### config.mk
export PLATFORM = sky130hd
export DESIGN_NAME = fft_frame_ctrl
export DESIGN_NICKNAME = d
export VERILOG_FILES = /design/src/rtl/fft_frame_ctrl.sv
export SDC_FILE = /design/constraint.sdc
export NUM_CORES = 1
export LEC_CHECK = 0
export ABC_AREA = 0
export CORE_MARGIN = 2
export CORE_UTILIZATION = 46
export DETAILED_ROUTE_END_ITERATION = 10
export PLACE_DENSITY = 0.8
export SLEW_MARGIN = 20
export SYNTH_ARGS = -nofsm -noshare
export SYNTH_HDL_FRONTEND = slang
export SYNTH_SLANG_ARGS = --single-unit
### constraint.sdc
create_clock -name clk -period 2.75 [get_ports clk]
set_clock_uncertainty 0.2 [all_clocks]
set_input_delay 0.55 -clock clk [delete_from_list [all_inputs] [get_ports clk]]
set_output_delay 0.55 -clock clk [all_outputs]
set_load 0.01 [all_outputs]
### src/rtl/fft_frame_ctrl.sv
`timescale 1ns/1ps
// fft_frame_ctrl
//
// Frame sequencer for the 128-point radix-2 in-place FFT. It sits between
// the sample source and the butterfly / RAM / address-generator cluster.
// One frame is requested with `start`. The block then holds the address
// generator enable `ce` high for one fixed schedule, and `cnt` mirrors the
// generator's internal count. Every schedule-driven output is decoded
// from that count, so this block and the generator never disagree about
// where the frame is. The schedule never stalls.
//
// Frame schedule (cnt values while ce = 1):
//   0..127          load window, sample k accepted at cnt = k
//   2..129          load writes (ram_wsel = 0), sample k written at k+2
//   128..1023       butterfly reads, rd_stage = (cnt-128)/128
//   144..1039       butterfly writes (ram_wsel = 1), wr_stage = (cnt-144)/128
//   1025+RD_LAT ..  natural-order results on out_*, one per cycle
//     1152+RD_LAT
//   1153+RD_LAT     last ce cycle; DONE follows with ce = 0
//
// State | meaning
// ------+---------------------------------------------------------------
// IDLE  | waiting for start, ce = 0, cnt = 0
// LOAD  | accepting 128 input samples (cnt 0..127)
// COMPUTE | seven butterfly passes being read (cnt 128..1023)
// UNLOAD | draining butterfly writes, then streaming results out
// DONE  | one-cycle completion pulse, back to IDLE
//
// Parameters:
//   DW      width of each real / imaginary component
//   RD_LAT  cycles from a generator count value to valid ram_rdata
//
// Ports:
//   clk        clock
//   rst        asynchronous, active-low reset
//   start      frame request, sampled only in IDLE
//   in_valid   input sample valid
//   in_ready   sample accepted this cycle
//   in_re/im   input sample components
//   ce         address generator enable, high for the whole frame
//   cnt        frame cycle counter (matches the generator's count)
//   ram_we     RAM write enable
//   ram_wsel   0 = write ram_wdata (load), 1 = write butterfly output
//   ram_wdata  {re,im} load data, two register stages behind the input
//   rd_stage   butterfly stage being read
//   wr_stage   butterfly stage being written
//   bf_en      butterfly datapath enable
//   ram_rdata  RAM read data
//   out_valid  result valid
//   out_data   result {re,im}
//   out_idx    result bin index
//   busy       frame active
//   done       one-cycle completion pulse
//   underrun   sticky missing-sample flag, cleared by an accepted start
//
// Build option:
//   FFT_FRAME_UNDERRUN_EN  when defined, a load slot with in_valid = 0 is
//                          written as zero and sets `underrun`. When it is
//                          undefined, samples are captured whenever
//                          in_ready = 1, in_valid is ignored, and
//                          `underrun` is tied 0.

module fft_frame_ctrl #(
  parameter int DW     = 16,
  parameter int RD_LAT = 2
) (
  input  logic            clk,
  input  logic            rst,
  input  logic            start,
  input  logic            in_valid,
  output logic            in_ready,
  input  logic [DW-1:0]   in_re,
  input  logic [DW-1:0]   in_im,
  output logic            ce,
  output logic [10:0]     cnt,
  output logic            ram_we,
  output logic            ram_wsel,
  output logic [2*DW-1:0] ram_wdata,
  output logic [2:0]      rd_stage,
  output logic [2:0]      wr_stage,
  output logic            bf_en,
  input  logic [2*DW-1:0] ram_rdata,
  output logic            out_valid,
  output logic [2*DW-1:0] out_data,
  output logic [6:0]      out_idx,
  output logic            busy,
  output logic            done,
  output logic            underrun
);

  localparam logic [10:0] LOAD_LAST   = 11'd127;
  localparam logic [10:0] LD_WR_FIRST = 11'd2;
  localparam logic [10:0] LD_WR_LAST  = 11'd129;
  localparam logic [10:0] BF_FIRST    = 11'd128;
  localparam logic [10:0] BF_LAST     = 11'd1023;
  localparam logic [10:0] BF_WR_FIRST = 11'd144;
  localparam logic [10:0] BF_WR_LAST  = 11'd1039;
  // Unload addresses are issued at cnt 1024..1151. Their data arrives
  // RD_LAT cycles later and is registered once more onto out_data.
  localparam logic [10:0] CAP_FIRST   = 11'(1024 + RD_LAT);
  localparam logic [10:0] CAP_LAST    = 11'(1151 + RD_LAT);
  localparam logic [10:0] FRAME_LAST  = 11'(1153 + RD_LAT);

  typedef enum logic [2:0] {
    IDLE,
    LOAD,
    COMPUTE,
    UNLOAD,
    DONE
  } state_t;

  state_t          state;
  state_t          state_nxt;
  logic            ce_nxt;
  logic            cap;
  logic [2*DW-1:0] stage1;

  // ---------------------------------------------------------------------
  // State register and frame counter
  // ---------------------------------------------------------------------
  always_ff @(posedge clk or negedge rst) begin
    if (!rst) begin
      state <= IDLE;
    end else begin
      state <= state_nxt;
    end
  end

  assign ce_nxt = (state_nxt == LOAD) || (state_nxt == COMPUTE) ||
                  (state_nxt == UNLOAD);

  // cnt holds 0 on the first ce cycle and is back to 0 on the first cycle
  // after ce falls, matching an address generator that counts while
  // enabled and clears while disabled.
  always_ff @(posedge clk or negedge rst) begin
    if (!rst) begin
      cnt <= '0;
    end else if (!ce_nxt) begin
      cnt <= '0;
    end else if (ce) begin
      cnt <= cnt + 11'd1;
    end
  end

  // ---------------------------------------------------------------------
  // Next state and schedule decode
  // ---------------------------------------------------------------------
  always_comb begin
    state_nxt = state;
    ce        = 1'b0;
    busy      = 1'b0;
    done      = 1'b0;
    in_ready  = 1'b0;
    bf_en     = 1'b0;
    rd_stage  = 3'd0;
    wr_stage  = 3'd0;
    ram_we    = 1'b0;
    ram_wsel  = 1'b0;
    cap       = 1'b0;

    case (state)
      IDLE: begin
        if (start) begin
          state_nxt = LOAD;
        end
      end
      LOAD: begin
        ce       = 1'b1;
        busy     = 1'b1;
        in_ready = 1'b1;
        if (cnt == LOAD_LAST) begin
          state_nxt = COMPUTE;
        end
      end
      COMPUTE: begin
        ce       = 1'b1;
        busy     = 1'b1;
        bf_en    = 1'b1;
        rd_stage = 3'((cnt - BF_FIRST) >> 7);
        if (cnt == BF_LAST) begin
          state_nxt = UNLOAD;
        end
      end
      UNLOAD: begin
        ce   = 1'b1;
        busy = 1'b1;
        cap  = (cnt >= CAP_FIRST) && (cnt <= CAP_LAST);
        if (cnt == FRAME_LAST) begin
          state_nxt = DONE;
        end
      end
      DONE: begin
        done      = 1'b1;
        state_nxt = IDLE;
      end
      default: begin
        state_nxt = IDLE;
      end
    endcase

    // Write windows straddle state boundaries: load writes run two cycles
    // into COMPUTE, and butterfly writes run 16 cycles into UNLOAD. They
    // are therefore decoded from cnt alone.
    if (ce) begin
      ram_wsel = (cnt >= BF_WR_FIRST) && (cnt <= BF_WR_LAST);
      ram_we   = ram_wsel || ((cnt >= LD_WR_FIRST) && (cnt <= LD_WR_LAST));
      if (ram_wsel) begin
        wr_stage = 3'((cnt - BF_WR_FIRST) >> 7);
      end
    end
  end

  // ---------------------------------------------------------------------
  // Load data path: two register stages so sample k reaches ram_wdata at
  // cnt = k+2, in line with the generator's bit-reversed load address.
  // ---------------------------------------------------------------------
`ifdef FFT_FRAME_UNDERRUN_EN
  always_ff @(posedge clk or negedge rst) begin
    if (!rst) begin
      stage1   <= '0;
      underrun <= 1'b0;
    end else begin
      if (in_ready) begin
        stage1 <= in_valid ? {in_re, in_im} : '0;
      end
      if ((state == IDLE) && start) begin
        underrun <= 1'b0;
      end else if (in_ready && !in_valid) begin
        underrun <= 1'b1;
      end
    end
  end
`else
  logic unused_in_valid;
  assign unused_in_valid = in_valid;
  assign underrun        = 1'b0;

  always_ff @(posedge clk or negedge rst) begin
    if (!rst) begin
      stage1 <= '0;
    end else if (in_ready) begin
      stage1 <= {in_re, in_im};
    end
  end
`endif

  always_ff @(posedge clk or negedge rst) begin
    if (!rst) begin
      ram_wdata <= '0;
    end else begin
      ram_wdata <= stage1;
    end
  end

  // ---------------------------------------------------------------------
  // Result stream: registered copy of the RAM read port during unload.
  // Data and index are zeroed outside the burst so they are easy to read
  // in waveforms.
  // ---------------------------------------------------------------------
  always_ff @(posedge clk or negedge rst) begin
    if (!rst) begin
      out_valid <= 1'b0;
      out_data  <= '0;
      out_idx   <= '0;
    end else begin
      out_valid <= cap;
      out_data  <= cap ? ram_rdata : '0;
      out_idx   <= cap ? 7'(cnt - CAP_FIRST) : 7'd0;
    end
  end

endmodule
Word-level counts from Yosys, hierarchy flattened

Index checks and enable logic that the tools add are counted.

Reduce and logical (&&, ||, !) cells: 8
Multiplexer cells: 19
Magnitude comparators: 6
$add $sub $neg: 4
Equality and inequality tests: 11

Operators with widths:

| kind                  | number |
|---|---|
| $mux 32               | 1 |
| $le 11x11->1 const B  | 2 |
| $mux 11               | 2 |
| $mux 3                | 7 |
| $sub 10x8->10 const B | 2 |
| $eq 3x2->1 const B    | 4 |
| $pmux 3 s4            | 1 |
| $add 11x1->11 const B | 1 |
| $eq 11x10->1 const B  | 1 |
| $eq 11x11->1 const B  | 1 |
| $eq 11x7->1 const B   | 1 |
| $ge 11x11->1 const B  | 1 |
| $ge 11x2->1 const B   | 1 |
| $ge 11x8->1 const B   | 1 |
| $le 11x8->1 const B   | 1 |
| $mux 1                | 7 |
| $mux 7                | 1 |
| $sub 7x2->7 const B   | 1 |
| $eq 3x1->1 const B    | 2 |
| $eq 3x3->1 const B    | 1 |
| $logic_and 1x1->1     | 3 |
| $logic_not 3->1       | 1 |
| $logic_or 1x1->1      | 3 |
| $reduce_or 3->1       | 1 |
| $ne 2x2->1 const B    | 1 |

Output and inout port bits: 97
Register bits after elaboration: 118
Logic and storage cells: 55
Input bits: 68

Logic depth before layout (Yosys ltp)

Depth in word-level cells: 7
Gate-level depth with buffers: 8

Least setup slack after synthesis

No wires, ideal clock.

Path type: flip-flop to output port
Start: register state[2]
End: output wr_stage[1]
Arrival: 1.715 ns
Slack: 0.285 ns
Buffers on the path: 1
Stages on the path, launching flop included: 6
Cell sequence: dfrtp_1 -> o21bai_1 -> inv_1 -> clkbuf_1 -> nand2_1 -> nor4_1

Longest elaborated chain between the ends: 4

Ends and longest elaborated chain:

| what                                            | RTL line | text |
|---|---|---|
| from (decl)                                     | 112      | `state_t state;` |
| from (signal assigned)                          | 125      | `state <= state_nxt;` |
| $eq 3x2->1 / $eq 3x1->1 (equally long branches) | --       |  |
| $reduce_or 3->1 (no line) (*)                   | --       |  |
| $mux 1 (*)                                      | --       |  |
| via busy                                        | 86       | `output logic busy,` |
| $mux 3 (*)                                      | 204      | `if (ce) begin` |
| to (decl)                                       | 80       | `output logic [2:0] wr_stage,` |

Mark *: on every way through the listed nets, which the timed path passes. The rest lies on a longest branch.

Worst setup path after layout

Start: register cnt[8]
End: output ram_we

Longest elaborated chain between the ends: 4

Ends and longest elaborated chain:

| what                                      | RTL line | text |
|---|---|---|
| from (decl)                               | 75       | `output logic [10:0] cnt,` |
| from (signal assigned)                    | 141      | `cnt <= cnt + 11'd1;` |
| $ge 11x8->1, or another cell as far along | 205      | `ram_wsel = (cnt >= BF_WR_FIRST) && (cnt <= BF_WR_LAST);` |
| $logic_and 1x1->1 (on tied branches)      | 205, 206 |  |
| $logic_or 1x1->1 (*)                      | 206      | `ram_we = ram_wsel \|\| ((cnt >= LD_WR_FIRST) && (cnt <= LD_WR_LAST));` |
| $mux 1 (*)                                | 204      |  |
| to (decl)                                 | 76       | `output logic ram_we,` |

Every way passes the cells marked *; elsewhere a longest branch is shown, timed or not.

==> reports/metrics.yaml <==
yosys:
  syn_area_um2: 5170
  yosysWarnings: 0
  async_flop_share_pct: 100.0
  synth_edf_count: 0
  ys_ff_latch: 118
  synth_cell_types: 47
  synthCells: 382
  ys_dominant_reg_cell: "dfrtp_1"
  syn_avg_cell_area_um2: 13.53
  yosysSeqAreaShare_pct: 57.12
  synth_fp_nets: 461
outcome:
  violations: "negative setup slack"
  status: "finished with violations"
worst_setup_path:
  ff2ff_setup_slack_ns: 0.42
  cpMostUsedCell: "buf_4"
  cp_max_fo: 4
  critPathArrivalTime_ns: 2.07
  slowest_stage: "dfrtp_1"
  worstSetupStartpointType: "register"
  reg2reg_from: "cnt[1]"
  r2r-end: "out_idx[1]"
  cpPeakStageDelay_ns: 0.42
  cp_num_buf_inv: 4
  worstSetupPathType: "register to output port"
  path_cells: "inv_2 -> ha_1 -> nand2b_4 -> buf_4 -> buf_4 -> o211ai_1 -> o22ai_2 -> buf_2"
  rr_worst_depth: 9
  crit_family: "buffers and inverters"
  cp.required_ns: 2.00
  end_kind: "output port"
sta:
  max_freq_mhz: 354.9
  slew_viol_final: 0
  rsz0062_at_grt: "true"
  period_needed_ns: 2.818
  post-route-period-util_pct: 102.5
  tightest_slew_ns: 0.7236
  hold_viol: 0
  setup_ws_ns: -0.06765
  setup_viol: 3
  hold_ws_ns: 0.1697
  slew-limit-headroom_pct: 51.76
floorplan:
  die_h_um: 110.0
  initial_core_util_pct: 47.48
  boundaryPins: 165
  fp-row-count: 38
  die_w_um: 110.0
  dieArea_um2: 12100
  core_um2: 10890
route:
  route.detailed.drc: 0
  ant_nets: 0
  drtIter0Drc: 179
  routed_wl_mm: 12.55
  drtPass1Iterations: 4
  vias_per_cell: 5.124
  post_drt_wl_per_cell_um: 16.87
  vias: 3812
power:
  vdd_drop_max_uv: 347.0
  p_leak_uw: 0.003419
  seq_power_share_pct: 35.4
  p_switching_uw: 1479
  switching_share_pct: 26.70
  power.density_nw_per_um2: 692.6
  power.internal_uw: 4060
  power_frac_comb_pct: 22.9
  pwr-share-clk_pct: 41.7
cts:
  clk_pin_slew_worst_paths_ns: 0.06
  htreeDepth: 4
  clock_path_buffers: 2
  clk_latency_ns: 0.51
  cts-buffers-inserted: 17
  cts_tree: "done"
  clkSinkCount: 118
  cts_root_buf: "clkbuf_8"
layout:
  multiInputGateArea_um2: 1978
  areaGrowthSynthToFinish_pct: 54.70
  fill_cells: 754
  register_area_um2: 2955
  diodes: 0
  final_area_um2: 7998
  nets: 670
  drive_above_1_share_pct: 33.44
global_routing:
  grt_pass1_wl_mm: 19.42
  grt.total_usage_pct: 21.42
  antenna_found_initial: 0
  grt_max_degree: 65
  first_global_vias: 3900
  overflow: 0
hold_path:
  min_path_cells: 0
  hold_class: "register to register"
  holdPathEnd: "ram_wdata[23]"
  worst_hold_startpoint: "stage1[23]"
run:
  drv_cap: 0
placement:
  placed_cell_area_um2: 7189
  dp.final_hpwl_mm: 8.551
  gp_congestion: 0.8797
  portBuffers: 162
[flip-flops by register name, indices dropped and copies added, names as in the netlist]
register   count
out_idx        7
state          3
stage1        32
cnt           11
out_valid      1
ram_wdata     32
out_data      32
[through the flow]
stage               TNS [ns]  power, uW  worst slack, ns  cells  utilization [%]
global route         -0.5627       5788          -0.1741    744            73.45
finish               -0.1508       5539         -0.06765    744            73.45
CTS                  -0.2685       5512         -0.09597    738            72.31
detailed placement         0       3157         0.003789    700            66.03
floorplan                  0       2516           0.2852    382                -
global placement           0       3119          0.01054    700            66.03
[worst register-to-register path: stages, from the launching register on]
cell       delay, ns
dfrtp_1         0.39
buf_6           0.12
inv_2           0.03
buf_4           0.13
ha_1            0.18
a32o_2          0.28
buf_4           0.14
a211oi_4        0.26
buf_12          0.32
a2111oi_2       0.12
[worst max-delay path by stage]
stage / from / to / slack (ns) / cells past startpoint
final: cnt[8] / ram_we / -0.07 / 8
after detailed placement: cnt[7] / wr_stage[2] / 0.004 / 6
after CTS: cnt[7] / wr_stage[0] / -0.1 / 6
after global placement: cnt[7] / wr_stage[2] / 0.01 / 6
after floorplan: state[2] / wr_stage[1] / 0.29 / 5
after global routing: cnt[7] / ram_we / -0.17 / 8
[kinds of logic (layout without fill, tap and decap cells)]
| group | count (synthesis) | count (layout) | share of synthesized area (%) |
|---|---|---|---|
| buffers and inverters | 77 | 299 | 7.139 |
| adder cells (fa/ha/maj) | 11 | 11 | 2.662 |
| AO/OA/AOI/OAI | 72 | 72 | 16.36 |
| XOR/XNOR | 16 | 16 | 2.710 |
| multiplexers | 32 | 32 | 6.970 |
| flip-flops | 118 | 118 | 57.12 |
| AND/OR/NAND/NOR | 55 | 55 | 6.970 |
| other | 1 | 1 | 0.07253 |
[layout by cell type (no fill, tap or decap), types with 3 or more instances in the layout]
| cell type | Yosys | final |
|---|---|---|
| nand4_1 | 3 | 3 |
| dfrtp_1 | 118 | 116 |
| inv_6 | 0 | 4 |
| dlygate4sd2_1 | 0 | 4 |
| nand2_1 | 6 | 5 |
| ha_1 | 11 | 8 |
| nand3_1 | 5 | 5 |
| buf_6 | 5 | 5 |
| inv_2 | 0 | 3 |
| clkbuf_16 | 0 | 16 |
| clkdlybuf4s50_1 | 0 | 150 |
| a2111oi_2 | 35 | 35 |
| buf_4 | 6 | 52 |
| xnor2_1 | 12 | 12 |
| buf_2 | 16 | 5 |
| nor2_1 | 8 | 8 |
| xor2_1 | 4 | 4 |
| bufinv_16 | 0 | 4 |
| a21oi_1 | 16 | 14 |
| ha_2 | 0 | 3 |
| inv_1 | 45 | 42 |
| buf_12 | 0 | 3 |
| nor3_1 | 9 | 7 |
| a2111oi_4 | 4 | 4 |
| mux2_2 | 32 | 32 |
[timing repair]
action / in CTS / in global routing
hold endpoints to repair: 32 / 0
hold buffers: 1 / 0
endpoints found under the setup margin: 11 / 7
pin swaps: 6 / 14
gates resized for setup: 41 / 21
buffers inserted: 5 / 6
[cell usage after synthesis, types with 2 or more instances]
| cell type | number | area (um2) |
|---|---|---|
| nor2_4 | 2 | 22.52 |
| a211oi_1 | 2 | 15.01 |
| nor4_1 | 3 | 18.77 |
| buf_6 | 5 | 56.30 |
| xor2_1 | 4 | 35.03 |
| nor2b_1 | 2 | 12.51 |
| nand4_1 | 3 | 18.77 |
| mux2_2 | 32 | 360.4 |
| inv_1 | 45 | 168.9 |
| ha_1 | 11 | 137.6 |
| buf_2 | 16 | 80.08 |
| clkbuf_1 | 5 | 18.77 |
| nand2b_1 | 4 | 25.02 |
| xnor2_1 | 12 | 105.1 |
| nand3_1 | 5 | 25.02 |
| a21oi_1 | 16 | 80.08 |
| nand2_1 | 6 | 22.52 |
| buf_4 | 6 | 45.04 |
| dfrtp_1 | 118 | 2953 |
| o21ai_0 | 4 | 20.02 |
| and3_1 | 2 | 12.51 |
| nor3_1 | 9 | 45.04 |
| a2111oi_2 | 35 | 525.5 |
| nor2_1 | 8 | 30.03 |
| a2111oi_4 | 4 | 110.1 |
| o22ai_1 | 2 | 12.51 |
[power groups by stage]
stage                     Clock, uW  Combinational, uW  Sequential [uW]
after floorplan                   0                491             2030
after global placement            0               1150             1970
after detailed placement          0               1170             1990
after CTS                      2350               1200             1960
after global routing           2450               1360             1980
final                          2310               1270             1960
[routing by layer]
| metal | wire length, um | vias to the layer above | track usage [%] |
|---|---|---|---|
| met5 | 0 | - | 0 |
| met1 | 4979 | 1900 | 25.25 |
| met3 | 702 | 23 | 6.232 |
| li1 | - | 1774 | - |
| met2 | 6569 | 115 | 35.76 |
| met4 | 301 | 0 | 10.58 |
[cell type report]
cell class	count	area share, %
tap	140	2.190
clock buffer	19	5.397
sequential	118	36.95
multi-input combinational	187	24.73
timing repair buffer	222	26.20
inverter	45	2.112
clock inverter	13	2.409
Note: power is estimated with default switching activity, not from simulation.
